File: src/rtl/bpsk_pkg.sv
// Shared state encoding and default framing parameters for the BPSK frame controller.
package bpsk_pkg;

  typedef enum logic [1:0] {
    ST_IDLE     = 2'd0,
    ST_PREAMBLE = 2'd1,
    ST_DATA     = 2'd2,
    ST_GAP      = 2'd3
  } state_e;

  localparam int DEF_SPS       = 64;
  localparam int DEF_PRE_SYMS  = 8;
  localparam int DEF_GAP_SYMS  = 2;
  localparam int BITS_PER_BYTE = 8;

  function automatic int max3(input int a, input int b, input int c);
    int m;
    m = (a > b) ? a : b;
    return (m > c) ? m : c;
  endfunction

endpackage

File: src/rtl/bpsk_byte_buf.sv
// One-byte hold buffer in front of the frame FSM; in_ready is simply !hold_valid.
// A push lands one edge after the handshake; clr (abort) beats pop, which beats push.
module bpsk_byte_buf (
  input  logic       clk,
  input  logic       rst,
  input  logic       clr,
  input  logic       pop,
  input  logic [7:0] in_data,
  input  logic       in_last,
  input  logic       in_valid,
  output logic       in_ready,
  output logic       hold_valid,
  output logic [7:0] hold_data,
  output logic       hold_last
);

  logic       valid_q, valid_d;
  logic [7:0] data_q, data_d;
  logic       last_q, last_d;
  logic       push;

  assign push = in_valid && !valid_q;

  always_comb begin
    valid_d = valid_q;
    data_d  = data_q;
    last_d  = last_q;
    if (clr || pop) begin
      valid_d = 1'b0;
    end else if (push) begin
      valid_d = 1'b1;
      data_d  = in_data;
      last_d  = in_last;
    end
  end

  always_ff @(posedge clk) begin
    if (rst) begin
      valid_q <= 1'b0;
      data_q  <= '0;
      last_q  <= 1'b0;
    end else begin
      valid_q <= valid_d;
      data_q  <= data_d;
      last_q  <= last_d;
    end
  end

  assign in_ready   = !valid_q;
  assign hold_valid = valid_q;
  assign hold_data  = data_q;
  assign hold_last  = last_q;

endmodule

File: src/rtl/bpsk_frame_ctrl.sv
// Frame sequencer driving a BPSK sine generator: preamble, MSB-first data bytes, silent gap.
// gen_en/gen_phase are registered and move only on symbol boundaries; input stalls only while the hold byte is full.
module bpsk_frame_ctrl
  import bpsk_pkg::*;
#(
  parameter int SPS      = DEF_SPS,
  parameter int PRE_SYMS = DEF_PRE_SYMS,
  parameter int GAP_SYMS = DEF_GAP_SYMS
) (
  input  logic       clk,
  input  logic       rst,
  input  logic       start,
  input  logic       abort,
  input  logic [7:0] in_data,
  input  logic       in_last,
  input  logic       in_valid,
  output logic       in_ready,
  output logic       gen_en,
  output logic       gen_phase,
  output logic       gen_rst,
  output logic       busy,
  output logic       done,
  output logic       underrun
);

  localparam int CNT_W = $clog2(SPS);
  localparam int SYM_W = $clog2(max3(PRE_SYMS, GAP_SYMS, BITS_PER_BYTE));

  state_e           state_q, state_d;
  logic [CNT_W-1:0] samp_q, samp_d;
  logic [SYM_W-1:0] sym_q, sym_d;
  logic [7:0]       sh_q, sh_d;
  logic             last_q, last_d;
  logic             gen_en_q, gen_en_d;
  logic             gen_phase_q, gen_phase_d;
  logic             done_q, done_d;
  logic             underrun_q, underrun_d;

  logic       active, kill, pop;
  logic       sym_end, pre_end, byte_end, gap_end;
  logic       hold_valid, hold_last;
  logic [7:0] hold_data;

  bpsk_byte_buf u_buf (
    .clk        (clk),
    .rst        (rst),
    .clr        (kill),
    .pop        (pop),
    .in_data    (in_data),
    .in_last    (in_last),
    .in_valid   (in_valid),
    .in_ready   (in_ready),
    .hold_valid (hold_valid),
    .hold_data  (hold_data),
    .hold_last  (hold_last)
  );

  assign active   = (state_q != ST_IDLE);
  assign kill     = active && abort;
  assign sym_end  = (samp_q == CNT_W'(SPS - 1));
  assign pre_end  = sym_end && (sym_q == SYM_W'(PRE_SYMS - 1));
  assign byte_end = sym_end && (sym_q == SYM_W'(BITS_PER_BYTE - 1));
  assign gap_end  = sym_end && (sym_q == SYM_W'(GAP_SYMS - 1));

  always_ff @(posedge clk) begin
    if (rst) begin
      state_q     <= ST_IDLE;
      samp_q      <= '0;
      sym_q       <= '0;
      sh_q        <= '0;
      last_q      <= 1'b0;
      gen_en_q    <= 1'b0;
      gen_phase_q <= 1'b0;
      done_q      <= 1'b0;
      underrun_q  <= 1'b0;
    end else begin
      state_q     <= state_d;
      samp_q      <= samp_d;
      sym_q       <= sym_d;
      sh_q        <= sh_d;
      last_q      <= last_d;
      gen_en_q    <= gen_en_d;
      gen_phase_q <= gen_phase_d;
      done_q      <= done_d;
      underrun_q  <= underrun_d;
    end
  end

  always_comb begin
    state_d = state_q;
    samp_d  = samp_q;
    sym_d   = sym_q;
    sh_d    = sh_q;
    last_d  = last_q;
    pop     = 1'b0;
    if (kill) begin
      state_d = ST_IDLE;
      samp_d  = '0;
      sym_d   = '0;
    end else begin
      if (active) samp_d = sym_end ? '0 : samp_q + 1'b1;
      case (state_q)
        ST_IDLE: begin
          samp_d = '0;
          sym_d  = '0;
          if (start) state_d = ST_PREAMBLE;
        end
        ST_PREAMBLE: begin
          if (pre_end) begin
            sym_d = '0;
            if (hold_valid) begin
              state_d = ST_DATA;
              pop     = 1'b1;
              sh_d    = hold_data;
              last_d  = hold_last;
            end else begin
              state_d = ST_GAP;
            end
          end else if (sym_end) begin
            sym_d = sym_q + 1'b1;
          end
        end
        ST_DATA: begin
          if (byte_end) begin
            sym_d = '0;
            // last is checked before hold_valid so a queued next-frame byte is left in the buffer
            if (!last_q && hold_valid) begin
              pop    = 1'b1;
              sh_d   = hold_data;
              last_d = hold_last;
            end else begin
              state_d = ST_GAP;
            end
          end else if (sym_end) begin
            sym_d = sym_q + 1'b1;
            sh_d  = sh_q << 1;
          end
        end
        ST_GAP: begin
          if (gap_end) begin
            sym_d   = '0;
            state_d = ST_IDLE;
          end else if (sym_end) begin
            sym_d = sym_q + 1'b1;
          end
        end
        default: ;
      endcase
    end
  end

  always_comb begin
    gen_en_d    = gen_en_q;
    gen_phase_d = gen_phase_q;
    done_d      = 1'b0;
    underrun_d  = 1'b0;
    if (kill) begin
      gen_en_d    = 1'b0;
      gen_phase_d = 1'b0;
    end else begin
      case (state_q)
        ST_IDLE: begin
          if (start) begin
            gen_en_d    = 1'b1;
            gen_phase_d = 1'b1;
          end
        end
        ST_PREAMBLE: begin
          if (pre_end) begin
            if (hold_valid) begin
              gen_phase_d = hold_data[7];
            end else begin
              gen_en_d    = 1'b0;
              gen_phase_d = 1'b0;
              underrun_d  = 1'b1;
            end
          end else if (sym_end) begin
            gen_phase_d = !gen_phase_q;
          end
        end
        ST_DATA: begin
          if (byte_end) begin
            if (!last_q && hold_valid) begin
              gen_phase_d = hold_data[7];
            end else begin
              gen_en_d    = 1'b0;
              gen_phase_d = 1'b0;
              underrun_d  = !last_q;
            end
          end else if (sym_end) begin
            gen_phase_d = sh_q[6];
          end
        end
        ST_GAP: begin
          if (gap_end) done_d = 1'b1;
        end
        default: ;
      endcase
    end
  end

  assign gen_en    = gen_en_q;
  assign gen_phase = gen_phase_q;
  assign done      = done_q;
  assign underrun  = underrun_q;
  assign gen_rst   = !rst && !active && start;
  assign busy      = !rst && active;

endmodule

File: config.mk
export PLATFORM = sky130hd
export DESIGN_NAME = bpsk_frame_ctrl
export DESIGN_NICKNAME = d
export VERILOG_FILES = /design/src/rtl/bpsk_pkg.sv /design/src/rtl/bpsk_byte_buf.sv /design/src/rtl/bpsk_frame_ctrl.sv
export SDC_FILE = /design/constraint.sdc
export NUM_CORES = 1
export LEC_CHECK = 0
export ABC_AREA = 1
export BUFFER_PORTS_ARGS = -buffer_cell sky130_fd_sc_hd__buf_4
export CAP_MARGIN = 20
export CORE_UTILIZATION = 64
export CTS_BUF_LIST = sky130_fd_sc_hd__clkbuf_8
export CTS_CLUSTER_SIZE = 25
export DETAILED_ROUTE_END_ITERATION = 12
export PLACE_DENSITY = 0.87
export REMOVE_ABC_BUFFERS = 1
export SLEW_MARGIN = 20
export SYNTH_ARGS = -nofsm -noshare
export SYNTH_HDL_FRONTEND = slang
export SYNTH_SLANG_ARGS = --single-unit
export TNS_END_PERCENT = 10
File: constraint.sdc
create_clock -name clk -period 4.6 [get_ports clk]
set_input_delay 0.23 -clock clk [delete_from_list [all_inputs] [get_ports clk]]
set_output_delay 0.23 -clock clk [all_outputs]
set_load 0.005 [all_outputs]
After elaboration in Yosys (flattened, before gate mapping)
Cells that the tools add are included.

operators by class
  add/sub/neg operators = 2
  equality and inequality tests = 17
  mux-type cells = 48
  reductions and logical operators = 29
  bitwise operators = 3

operator list
  kind                                          count
  2-to-1 mux 7 bit                              5
  2-to-1 mux 1 bit                              26
  AND reduction 6 bit                           3
  != test 2 bit (second input constant)         7
  case mux 7 bit (2 select lines)               1
  2-to-1 mux 2 bit                              5
  2-to-1 mux 3 bit                              3
  != test 3 bit (second input constant)         3
  case mux 3 bit (3 select lines)               1
  logical AND 1 bit                             8
  case mux 2 bit (4 select lines)               1
  adder 6 x 1 -> 6 bit (second input constant)  1
  == test 6 bit (second input constant)         1
  2-to-1 mux 6 bit                              1
  case mux 1 bit (2 select lines)               3
  case mux 1 bit (3 select lines)               2
  OR reduction 2 bit                            3
  OR reduction 3 bit                            2
  zero test 1 bit                               5
  AND reduction 5 bit                           1
  == test 2 bit (second input constant)         2
  AND reduction 4 bit                           1
  nonzero test 2 bit                            2
  adder 3 x 1 -> 3 bit (second input constant)  1
  9 further kinds                               11

storage, ports and cells
  input port bits = 14
  register bits = 33
  output and inout bits = 7

Longest topological paths before layout
  depth after elaboration = 9
  depth in mapped cells = 12
  mapped depth without buffers = 11

Hierarchy
Synthesis repeated with hierarchy kept, for this count alone.

unflattened totals
  cells, all modules = 262
  area total of the unflattened synthesis = 1819.2 um^2

modules (own cells, without submodules)
  module           cells each  sequential area each (um^2)  times used  area an instance (um^2)
  bpsk_frame_ctrl  198         460.4                        1           1368.8
  bpsk_byte_buf    64          200.2                        1           450.4

Least setup slack after synthesis
OpenSTA, ideal clock, no wires.

  kind = flip-flop to flip-flop
  from = reg state_q[0]
  to = reg sh_q[2]
  slack = 2.926 ns
  buffers on the path = 1
  required time = 4.487 ns
  arrival = 1.562 ns
  setup time = 0.113 ns
  cell stages (with the launch flop) = 10
  cell sequence = dfxtp_1 > inv_1 > ha_1 > or2_2 > nand2_1 > nand3b_4 > buf_6 > nand2_1 > nand2_1 > nor2_1

on the way
  cells in the longest elaborated chain, start to end = 4

RTL lines
  what                                                                         line                   source
  start, declared                                                              bpsk_frame_ctrl.sv:29  state_e state_q, state_d;
  start signal, assigned                                                       bpsk_frame_ctrl.sv:77  state_q <= state_d;
  parallel branches: the longest is 4 deep, another holds AND reduction 6 bit  --
  end signal, assigned                                                         bpsk_frame_ctrl.sv:70  sh_q <= '0;
  end signal, assigned                                                         bpsk_frame_ctrl.sv:80  sh_q <= sh_d;
  end, declared                                                                bpsk_frame_ctrl.sv:32  logic [7:0] sh_q, sh_d;

Parallel ways; which one is timed is not known.
A chain may end at the register's enable or synchronous reset.

Worst setup path after layout
  from = reg state_q[1]
  to = reg u_buf.data_q[5], in the netlist u_buf.hold_data[5]

on the way
  cells in the longest elaborated chain, start to end = 6

RTL lines
  what                                                                  line                                           source
  == test 2 bit, or another cell as far along                           bpsk_frame_ctrl.sv:102                         case (state_q)
  case mux 1 bit (2 select lines) or logical AND 1 bit (tied branches)  bpsk_frame_ctrl.sv:102, bpsk_frame_ctrl.sv:59
  2-to-1 mux 1 bit                                                      bpsk_frame_ctrl.sv:96                          if (kill) begin
  logical OR 1 bit (*)                                                  bpsk_byte_buf.sv:28                            if (clr || pop) begin
  inverter 1 bit (no line) (*)                                          --
  AND reduction 2 bit (no line) (*)                                     --
  end signal, assigned                                                  bpsk_byte_buf.sv:44                            data_q <= data_d;
  end, declared                                                         bpsk_byte_buf.sv:18                            logic [7:0] data_q, data_d;

Mark *: on every way between the ends. The rest lies on a longest branch, timed or not.

==> reports/results.ini <==
[timing]
hold_violations=0
fin_tns_setup_ns=0
fin_skew_ns=0.004241
setup_viol=0
fin_crit_sh_pct=43.66
tightest_slew_ns=0.5300
slew_headroom_pct=64.57
rsz0062_at_grt=false
slew_violations=0
fin_crit_ns=2.008
fmax_mhz=498.0

[grt]
grt_max_degree=19
grt_pass1_vias=1294
grt_antenna_before_repair=0
grt_usage_pct=26.07
grt_overflow=0
grt_pass1_wl_um=5375

[die]
dieArea_um2=2924
floorplan.initialDensity_pct=68.80
fp.dieW_um=54.07
row_count=18
num_io_pins=21
core_area_um2=2522
die_h_um=54.07

[synthesis]
ys_warn_count=0
yosysSeqAreaShare_pct=38.07
synthDistinctLibCells=28
synth_top_area_cell=dfxtp_1
synth.avg_cell_area_um2=7.055
netlist_area_um2=1735
yosys.area.top_type_share_pct=38.07
ys_seq_elements=33
synth_cells=246
synthTopCellsByArea=dfxtp_1, nand2_1, inv_1

[drt]
avgRoutedWirePerCell_um=10.88
drtIter0Drc=40
route.final.wire_length_um=3252
ant_nets=0
route.vias.total=1553
drc=0
first_pass_iters=4
vias_per_cell=5.194

[layout]
synthToLayoutAreaGrowth_pct=13.55
layout-drive-gt1-share_pct=14.87
most-common-layout-cells=nand2_1, inv_1, nor2_1, dfxtp_1, buf_4
antenna_cells=0
final_common_cell=nand2_1
final_nets=292

[power]
internal-power_w=0.0005994
vdd_drop_max_mv=0.4215
leakage_nw=0.9235
power_frac_seq_pct=40.0
netSwitchingPower_w=0.0003703
comb_power_share_pct=39.0
total_power_w=0.0009697
pwr-share-clk_pct=21.1
sw_frac_of_total_pct=38.19
power_density_nw_per_um2=492.1

[setup_path]
path_delay_family=simple AND/OR/NAND/NOR gates
required_ns=4.75
cp.depth=7
timing.rr.end=u_buf.hold_data[5]
reg2regPathDepth=7
worstPathArrival_ns=2.16
rrSetupSlack_ns=2.59
cp-endpoint=u_buf.hold_data[5]
critPathLaunchType=flop
startpoint=state_q[1]
cpPeakStageDelay_ns=0.39
cpMaxStageDelayCell=nand3_1
r2r_start=state_q[1]
crit_buf_inv=2
path_cells=inv_1 -> ha_1 -> inv_1 -> nand2_1 -> nand3_1 -> o21ai_0 -> a21oi_1
critPathMaxFanout=18
cp-end-kind=flop
critPathKind=flop to flop
worst_path_most_repeated_cell=inv_1

[place]
hpwl_um=2386
routabilityCongestion=0.8330
port_buffers=20

[cts]
cts.sinks=33
postCtsHoldBufs=0
h-tree-depth=2
clk_pin_slew_ns=0.07
clkLatencyLatePin_ns=0.28
cts_buffer_depth=2
cts_tree=yes
cts_made_buffers=5
post_cts_buffers=0
clock-root-buffer=clkbuf_8
cts_resized=0

[run]
maxCapViolations=0

[status]
status=finished clean

[worst_hold_path]
hold_path.startpoint=rst
hp-class=input port to flop

==> power groups by stage <==
stage               Combinational [W]  Sequential, W  Clock [W]
finish                       0.000378       0.000387   0.000205
global placement             0.000364       0.000391          0
CTS                          0.000378       0.000387   0.000207
detailed placement           0.000372       0.000393          0
floorplan                    0.000288       0.000385          0
global route                 0.000441       0.000395   0.000218
==> worst min-delay path by stage <==
stage	end	cells past startpoint
6_report	sh_q[0]	2
5_1_grt	sh_q[0]	2
4_1_cts	sh_q[0]	2
3_5_place_dp	sh_q[0]	2
3_3_place_gp	sh_q[0]	2
2_1_floorplan	sh_q[0]	1
==> cells by family after synthesis <==
group / share of synthesized area, %
AOI/OAI and AO/OA: 11.10
xor gates and xnor gates: 1.010
adders and majority gates: 7.210
buffers and inverters: 10.02
DFF: 38.07
and+or+nand+nor: 32.59
==> stage by stage <==
| step | utilization, % | hold WS, ns | instances | area, µm² | setup WS, ns |
|---|---|---|---|---|---|
| finish | 78.13 | 0.1311 | 299 | 1971 | 2.592 |
| CTS | 78.13 | 0.1278 | 299 | 1971 | 2.600 |
| floorplan | - | 0.3015 | 241 | 1700 | 2.982 |
| global route | 78.13 | 0.1333 | 299 | 1971 | 2.352 |
| detailed placement | 74.85 | 0.4302 | 291 | 1888 | 2.702 |
| global placement | 74.85 | 0.4292 | 291 | 1888 | 2.707 |
==> synthesized netlist by cell type <==
cell,count
a21oi_1,15
a31oi_1,1
buf_2,1
buf_4,2
buf_6,1
clkbuf_1,1
dfxtp_1,33
ha_1,10
inv_1,36
inv_2,1
nand2_1,55
nand2_2,6
nand3_1,13
nand3_2,1
nand3_4,1
nand3b_1,1
nand3b_4,1
nand4_1,3
nor2_1,33
nor2_4,2
nor3_1,3
nor3b_1,2
o211ai_1,1
o21ai_0,19
o221ai_1,1
or2_2,1
xnor2_1,1
xor2_1,1
==> registers in the layout (all words and copies together) (netlist names) <==
name	flops
u_buf.hold_last	1
u_buf.hold_valid	1
sym_q	3
underrun	1
done	1
state_q	2
sh_q	7
gen_en	1
last_q	1
gen_phase	1
u_buf.hold_data	8
samp_q	6
==> per-layer routing <==
| layer | track usage, % | vias up | wire length (µm) |
|---|---|---|---|
| met2 | 40.53 | 34 | 1513 |
| li1 | - | 822 | - |
| met1 | 33.68 | 690 | 1574 |
| met4 | 8.120 | 0 | 45 |
| met3 | 9.040 | 7 | 120 |
| met5 | 0 | - | 0 |
==> worst register-to-register path, cell delays in order, from the launching register on <==
cell and delay, ns:
dfxtp_1 0.34, inv_1 0.15, ha_1 0.28, inv_1 0.13
nand2_1 0.13, nand3_1 0.39, o21ai_0 0.39, a21oi_1 0.08
==> area by class of cell <==
cell class	count	area (µm²)
clock buffer	5	68.82
sequential	33	660.6
tap	30	37.54
fill	211	551.8
clock inverter	3	13.76
inverter	37	138.9
timing repair buffer	20	150.1
multi-input combinational	171	900.9
No activity file was read; power rests on OpenSTA's default activity.
